### src/rtl/key_event_queue_if.sv
// Downstream event port of key_event_queue: head key code with a valid/ready handshake.
interface key_event_queue_if;
  logic [3:0] out_addr;
  logic       out_valid;
  logic       out_ready;

  modport master (output out_addr, output out_valid, input out_ready);
  modport slave  (input out_addr, input out_valid, output out_ready);
endinterface

### src/rtl/key_event_queue.sv
// Keypad debouncer that turns each accepted press into one queued register-bank write event.
// Optional auto-repeat while a key is held is built only when KEY_AUTOREPEAT_EN is defined.
module key_event_queue #(
  parameter int DEBOUNCE_CYCLES = 500000,
  parameter int REPEAT_CYCLES   = 25000000,
  parameter int DEPTH           = 8
) (
  input  logic                   clk,
  input  logic                   rst,
  input  logic [3:0]             key_code,
  input  logic                   key_press,
  key_event_queue_if.master      out_if,
  output logic [$clog2(DEPTH):0] count,
  output logic                   overflow
);
  localparam int AW = $clog2(DEPTH);
  localparam int CW = $clog2(DEBOUNCE_CYCLES + 1);
  localparam logic [CW-1:0] DB_LAST = CW'(DEBOUNCE_CYCLES - 1);

  typedef enum logic [1:0] {IDLE, PRESS_WAIT, HELD, RELEASE_WAIT} state_t;

  state_t        r_state, w_state_nxt;
  logic [3:0]    r_code_in, r_code, w_code_nxt;
  logic          r_press_in;
  logic [CW-1:0] r_cnt, w_cnt_nxt;
  logic          w_db_push, w_rpt_hit, w_push_req;

  logic [3:0]    r_mem [DEPTH];
  logic [AW-1:0] r_wptr, r_rptr;
  logic [AW:0]   r_count;
  logic          r_overflow;
  logic          w_full, w_pop, w_push;

  always_ff @(posedge clk) begin
    if (rst) begin
      r_press_in <= 1'b0;
      r_code_in  <= 4'h0;
    end else begin
      r_press_in <= key_press;
      r_code_in  <= key_code;
    end
  end

  always_ff @(posedge clk) begin
    if (rst) begin
      r_state <= IDLE;
      r_code  <= 4'h0;
      r_cnt   <= '0;
    end else begin
      r_state <= w_state_nxt;
      r_code  <= w_code_nxt;
      r_cnt   <= w_cnt_nxt;
    end
  end

  // r_cnt counts stable samples already seen; the sample that would make it
  // DEBOUNCE_CYCLES completes the debounce.
  always_comb begin
    w_state_nxt = r_state;
    w_code_nxt  = r_code;
    w_cnt_nxt   = r_cnt;
    w_db_push   = 1'b0;
    case (r_state)
      IDLE:
        if (r_press_in) begin
          w_code_nxt  = r_code_in;
          w_cnt_nxt   = CW'(1);
          w_state_nxt = PRESS_WAIT;
        end
      PRESS_WAIT:
        if (!r_press_in) begin
          w_state_nxt = IDLE;
        end else if (r_code_in != r_code) begin
          w_code_nxt = r_code_in;
          w_cnt_nxt  = CW'(1);
        end else if (r_cnt == DB_LAST) begin
          w_db_push   = 1'b1;
          w_state_nxt = HELD;
        end else begin
          w_cnt_nxt = r_cnt + CW'(1);
        end
      HELD:
        if (!r_press_in) begin
          w_cnt_nxt   = CW'(1);
          w_state_nxt = RELEASE_WAIT;
        end
      RELEASE_WAIT:
        if (r_press_in) begin
          w_state_nxt = HELD;
        end else if (r_cnt == DB_LAST) begin
          w_state_nxt = IDLE;
        end else begin
          w_cnt_nxt = r_cnt + CW'(1);
        end
      default: w_state_nxt = IDLE;
    endcase
  end

`ifdef KEY_AUTOREPEAT_EN
  localparam int RW = $clog2(REPEAT_CYCLES + 1);
  localparam logic [RW-1:0] RPT_LAST = RW'(REPEAT_CYCLES - 1);
  logic [RW-1:0] r_rpt;

  assign w_rpt_hit = (r_state == HELD) && r_press_in && (r_rpt == RPT_LAST);

  // Held outside HELD at zero, so every HELD entry starts a fresh period.
  always_ff @(posedge clk) begin
    if (rst || (r_state != HELD) || !r_press_in || w_rpt_hit) r_rpt <= '0;
    else                                                      r_rpt <= r_rpt + RW'(1);
  end
`else
  assign w_rpt_hit = 1'b0;
`endif

  assign w_push_req = w_db_push | w_rpt_hit;
  assign w_full     = (r_count == (AW+1)'(DEPTH));
  assign w_pop      = out_if.out_valid && out_if.out_ready;
  assign w_push     = w_push_req && (!w_full || w_pop);

  always_ff @(posedge clk) begin
    if (w_push) r_mem[r_wptr] <= r_code;
  end

  always_ff @(posedge clk) begin
    if (rst) begin
      r_wptr     <= '0;
      r_rptr     <= '0;
      r_count    <= '0;
      r_overflow <= 1'b0;
    end else begin
      if (w_push) r_wptr <= r_wptr + AW'(1);
      if (w_pop)  r_rptr <= r_rptr + AW'(1);
      case ({w_push, w_pop})
        2'b10:   r_count <= r_count + (AW+1)'(1);
        2'b01:   r_count <= r_count - (AW+1)'(1);
        default: r_count <= r_count;
      endcase
      if (w_push_req && !w_push) r_overflow <= 1'b1;
    end
  end

  assign out_if.out_valid = (r_count != '0);
  assign out_if.out_addr  = out_if.out_valid ? r_mem[r_rptr] : 4'h0;
  assign count            = r_count;
  assign overflow         = r_overflow;
endmodule

### src/flat_wrapper.sv
// flat-port wrapper written by rule: the top's interface ports become plain ports
module key_event_queue_flat 
#(
  parameter int DEBOUNCE_CYCLES = 500000,
  parameter int REPEAT_CYCLES   = 25000000,
  parameter int DEPTH           = 8
)
  (clk, rst, key_code, key_press, count, overflow, out_if_out_addr, out_if_out_valid, out_if_out_ready);
  key_event_queue_if out_if_i ();
  input  logic clk;
  input  logic rst;
  input  logic [3:0] key_code;
  input  logic key_press;
  output logic [$clog2(DEPTH):0] count;
  output logic overflow;
  output wire logic [$bits(out_if_i.out_addr)-1:0] out_if_out_addr;
  output wire logic [$bits(out_if_i.out_valid)-1:0] out_if_out_valid;
  input wire logic [$bits(out_if_i.out_ready)-1:0] out_if_out_ready;
  assign out_if_out_addr = out_if_i.out_addr;
  assign out_if_out_valid = out_if_i.out_valid;
  assign out_if_i.out_ready = out_if_out_ready;
  key_event_queue #(.DEBOUNCE_CYCLES(DEBOUNCE_CYCLES), .REPEAT_CYCLES(REPEAT_CYCLES), .DEPTH(DEPTH)) u_core (.clk(clk), .rst(rst), .key_code(key_code), .key_press(key_press), .out_if(out_if_i), .count(count), .overflow(overflow));
endmodule
### config.mk
export PLATFORM = sky130hd
export DESIGN_NAME = key_event_queue_flat
export DESIGN_NICKNAME = d
export VERILOG_FILES = /design/src/rtl/key_event_queue_if.sv /design/src/rtl/key_event_queue.sv /design/src/flat_wrapper.sv
export SDC_FILE = /design/constraint.sdc
export NUM_CORES = 1
export LEC_CHECK = 0
export ABC_AREA = 1
export BUFFER_PORTS_ARGS = -buffer_cell sky130_fd_sc_hd__buf_4
export CORE_MARGIN = 5
export CORE_UTILIZATION = 60
export CTS_CLUSTER_DIAMETER = 100
export CTS_CLUSTER_SIZE = 12
export DETAILED_ROUTE_END_ITERATION = 6
export GPL_TIMING_DRIVEN = 0
export PLACE_DENSITY = 0.78
export SLEW_MARGIN = 20
export SYNTH_ARGS = -nofsm -noshare
export SYNTH_HDL_FRONTEND = slang
export SYNTH_SLANG_ARGS = --single-unit
export TNS_END_PERCENT = 1
### constraint.sdc
create_clock -name clk -period 2.55 [get_ports clk]
set_clock_uncertainty 0.2 [all_clocks]
set_input_delay 0.51 -clock clk [delete_from_list [all_inputs] [get_ports clk]]
set_output_delay 0.51 -clock clk [all_outputs]
set_load 0.02 [all_outputs]
==> results.md <==
* Port bufs at 17
* Reg2Reg Depth at 9
* Mapped Nets at 437
* Root Buffer: clkbuf_8
* Initial Utilization at 62.6%
* DR vias at 2847
* Int Pwr at 1.70 mW
* Reg2Reg Capture Point: u_core.r_mem[3][0]$_DFFE_PP_
* Number of synthesized flops with an enable pin at 32
* Top Ports at 18
* ANT nets after route at 0
* Status: finished, violations left
* RSZ-0062 raised after global routing: yes
* Rows at 27
* R2r startpoint: u_core.r_cnt[0]$_SDFFE_PP0P_
* DR vias/cell at 5.41
* Tot GR Track Use at 20.4%
* Initial antenna violation count at 0
* Yosys top cell area share at 27.4%
* Met1 WL at 3150 um
* Met3 wire length at 395 um
* Final hold violations at 0
* Switching power at 0.490 mW
* Max Clock Freq at approximately 390 MHz
* Filler cells at about 460
* Wire length per cell at around 13 um
* GRT overflow at 0
* Min cycle time layout at 2.56 ns
* Combinational power share at under 10%
* Die Y at slightly below 90 um
* # nets final at 463
* Global placement routability congestion at 0.905
* Area Overhead vs Synth at 12.8%
* Leak at ~1.6 nW
* Wire length on met2 at 3270 um
* Crit path setup slack, layout at -0.00938 ns
* # clock sinks at 76
* Final cell area excluding filler cells at roughly 4000 sq um
* Critical Path Fanout Max at 4
* Worst-Skew Late Latency at between 0.3 and 0.4 ns
* Vias in the first global route at 2656
* # diodes at 0
* Fin util at between 70 and 80%
* Placement Setup Slack at -0.151 ns
* Largest net degree at the start of global routing at 13
* Worst reg-to-reg setup slack at -0.009 ns
* H-Tree Depth at 3
* Synth Warn # at 0
* Failing checks: negative setup slack
* Area of the die at 7480 sq um
* Total Power at 2.19 mW
* Worst-Margin Slew at between 0.6 and 0.7 ns
* Post-DP HPWL at 5120 um
* Synth unique cells at 34
* Mapped Area at roughly 3500 sq um
* Crit path DAT at 2.33 ns
* Placement Cell Area at 3730 sq um
* CTS buffer count at 9
* Number of remaining DRC errors at 0
* Part of the cycle the worst path needs at 100%
* Syn Area/Cell at just over 8 sq um
* Crit path required time at 2.32 ns
* Flop pwr share at 59.8%
* Final Slew Violations at 0
* Clock power frac at a little over a third
* CP Capture Type: register
* Sequential share of the synthesized area at a little over half
* Max transition margin at 54.9%
* Commonest cells after routing, fill and taps aside: nor2_1, nand2_1, inv_1
* Max cap viols at 0
* Cell count after synthesis at 423
* Final wirelength at 6940 um
* DR pass1 iterations at 4
* Global-route wire length before repair at 12100 um
* Fraction of layout cells with a size suffix above 1 at 16.3%
* CTS tree: built
* Core ar. at 5610 sq um
* Maximum buffer depth of the clock tree at 2
* Worst min-delay path category: input pin to register
* PwrDens at 554 nW/um^2
* Kind of critical path: register to register
* Sw Ratio at approximately 22%
* Peak supply drop at 340 uV
* Most common cell after layout, fill and taps aside: nor2_1
* Die Wd at 86.5 um
* Fraction of registers with async set/reset at 0%
* Worst Hold End: u_core.r_code[2]$_SDFFE_PP0P_
* Synthesis-stage register bit count at 76
* Largest cells by area after synthesis: edfxtp_1, dfxtp_1, nor2_1
* # setup viols final at 4
* Crit start category: register
* Top FF cell, synth: dfxtp_1
* DR iter-0 viols at 190
* Worst hold start: rst
* Top cell type by total area after synthesis: edfxtp_1
* Top sig layer: met4
* Hold Path Cell Cnt at 2
* Area of the multi-input gates at 1470 sq um
* FF+latch area at about 1900 sq um
* Clock transition at path regs at 0.07 ns
==> cells in the mapped netlist (all sizes together) (2+ instances only) <==
library cell	instances
a21oi	20
a31oi	7
buf	2
clkbuf	5
dfxtp	44
edfxtp	32
ha	5
inv	59
nand2	69
nand3	17
nand4	5
nor2	77
nor3	16
nor3b	2
nor4	3
o21ai	43
o22ai	4
xnor2	2
xor2	6
==> metrics by stage <==
step,TNS (ns),std cells,hold WS (ns)
finish,-0.0366,526,0.157
detailed placement,-0.757,512,0.258
floorplan,0,423,0.212
CTS,-0.0106,526,0.141
global route,-3.07,526,0.151
global placement,-0.472,512,0.226
==> repair_timing <==
action | CTS | global route
gates resized for setup | 10 | 17
setup endpoints to repair | 25 | 37
hold buffers | 0 | 0
buffers inserted | 0 | 0
==> worst max-delay path by stage <==
stage,from,end
after CTS,u_core.r_cnt[1]$_SDFFE_PP0P_,u_core.count[3]$_SDFFE_PP0P_
after global routing,u_core.r_cnt[0]$_SDFFE_PP0P_,u_core.r_mem[3][3]$_DFFE_PP_
after floorplan,u_core.count[0]$_SDFFE_PP0P_,u_core.count[3]$_SDFFE_PP0P_
after detailed placement,u_core.r_code[0]$_SDFFE_PP0P_,u_core.count[3]$_SDFFE_PP0P_
after global placement,u_core.r_code[3]$_SDFFE_PP0P_,u_core.count[3]$_SDFFE_PP0P_
final,u_core.r_cnt[0]$_SDFFE_PP0P_,u_core.r_mem[3][0]$_DFFE_PP_
==> cell type report <==
type / instances / area share (%)
multi-input cells: 281 / 37.0
clock buffers: 14 / 3.79
inverters: 59 / 5.59
well taps: 72 / 2.28
repair buffers: 17 / 3.22
flip-flops and latches: 76 / 47.0
plain buffers: 5 / 0.822
clock inverters: 2 / 0.316
==> power by group through the flow <==
stage | logic, mW | registers [mW] | clock network (mW)
5_1_grt | 0.141 | 1.31 | 0.848
6_report | 0.121 | 1.31 | 0.760
2_1_floorplan | 0.0884 | 1.33 | 0
3_5_place_dp | 0.120 | 1.34 | 0
4_1_cts | 0.122 | 1.31 | 0.780
3_3_place_gp | 0.117 | 1.34 | 0
==> state kept, by name, indices dropped and copies added (netlist names), named ones only <==
register and flops:
u_core.r_wptr 3, u_core.r_cnt 19, u_core.r_state 1, u_core.r_press_in 1, u_core.r_rptr 3, u_core.overflow 1
u_core.r_code_in 4, u_core.r_mem 32, u_core.r_code 4, u_core.count 4
==> metal layers <==
layer	GRT usage (%)	vias up
li1	-	1460
met1	27.5	1299
met2	31.8	74
met3	3.80	14
met4	9.07	0
met5	0	-
==> kinds of logic after synthesis <==
family	count (synthesis)	synth area share, %
AO/OA/AOI/OAI	78	11.8
XOR/XNOR	8	2.00
adder cells (fa/ha/maj)	6	2.35
buffers and inverters	66	7.31
flip-flops	76	52.5
AND/OR/NAND/NOR	189	24.1
==> critical path, stage by stage (launching register included) <==
cell and delay [ns]:
dfxtp_2 0.36, ha_2 0.19, inv_1 0.08, nor4_1 0.18
nand3_1 0.17, inv_1 0.09, nand3_1 0.08, nor2_1 0.17
nand2_1 0.14, nor3_1 0.54
Power figures use the tool's default switching activity.
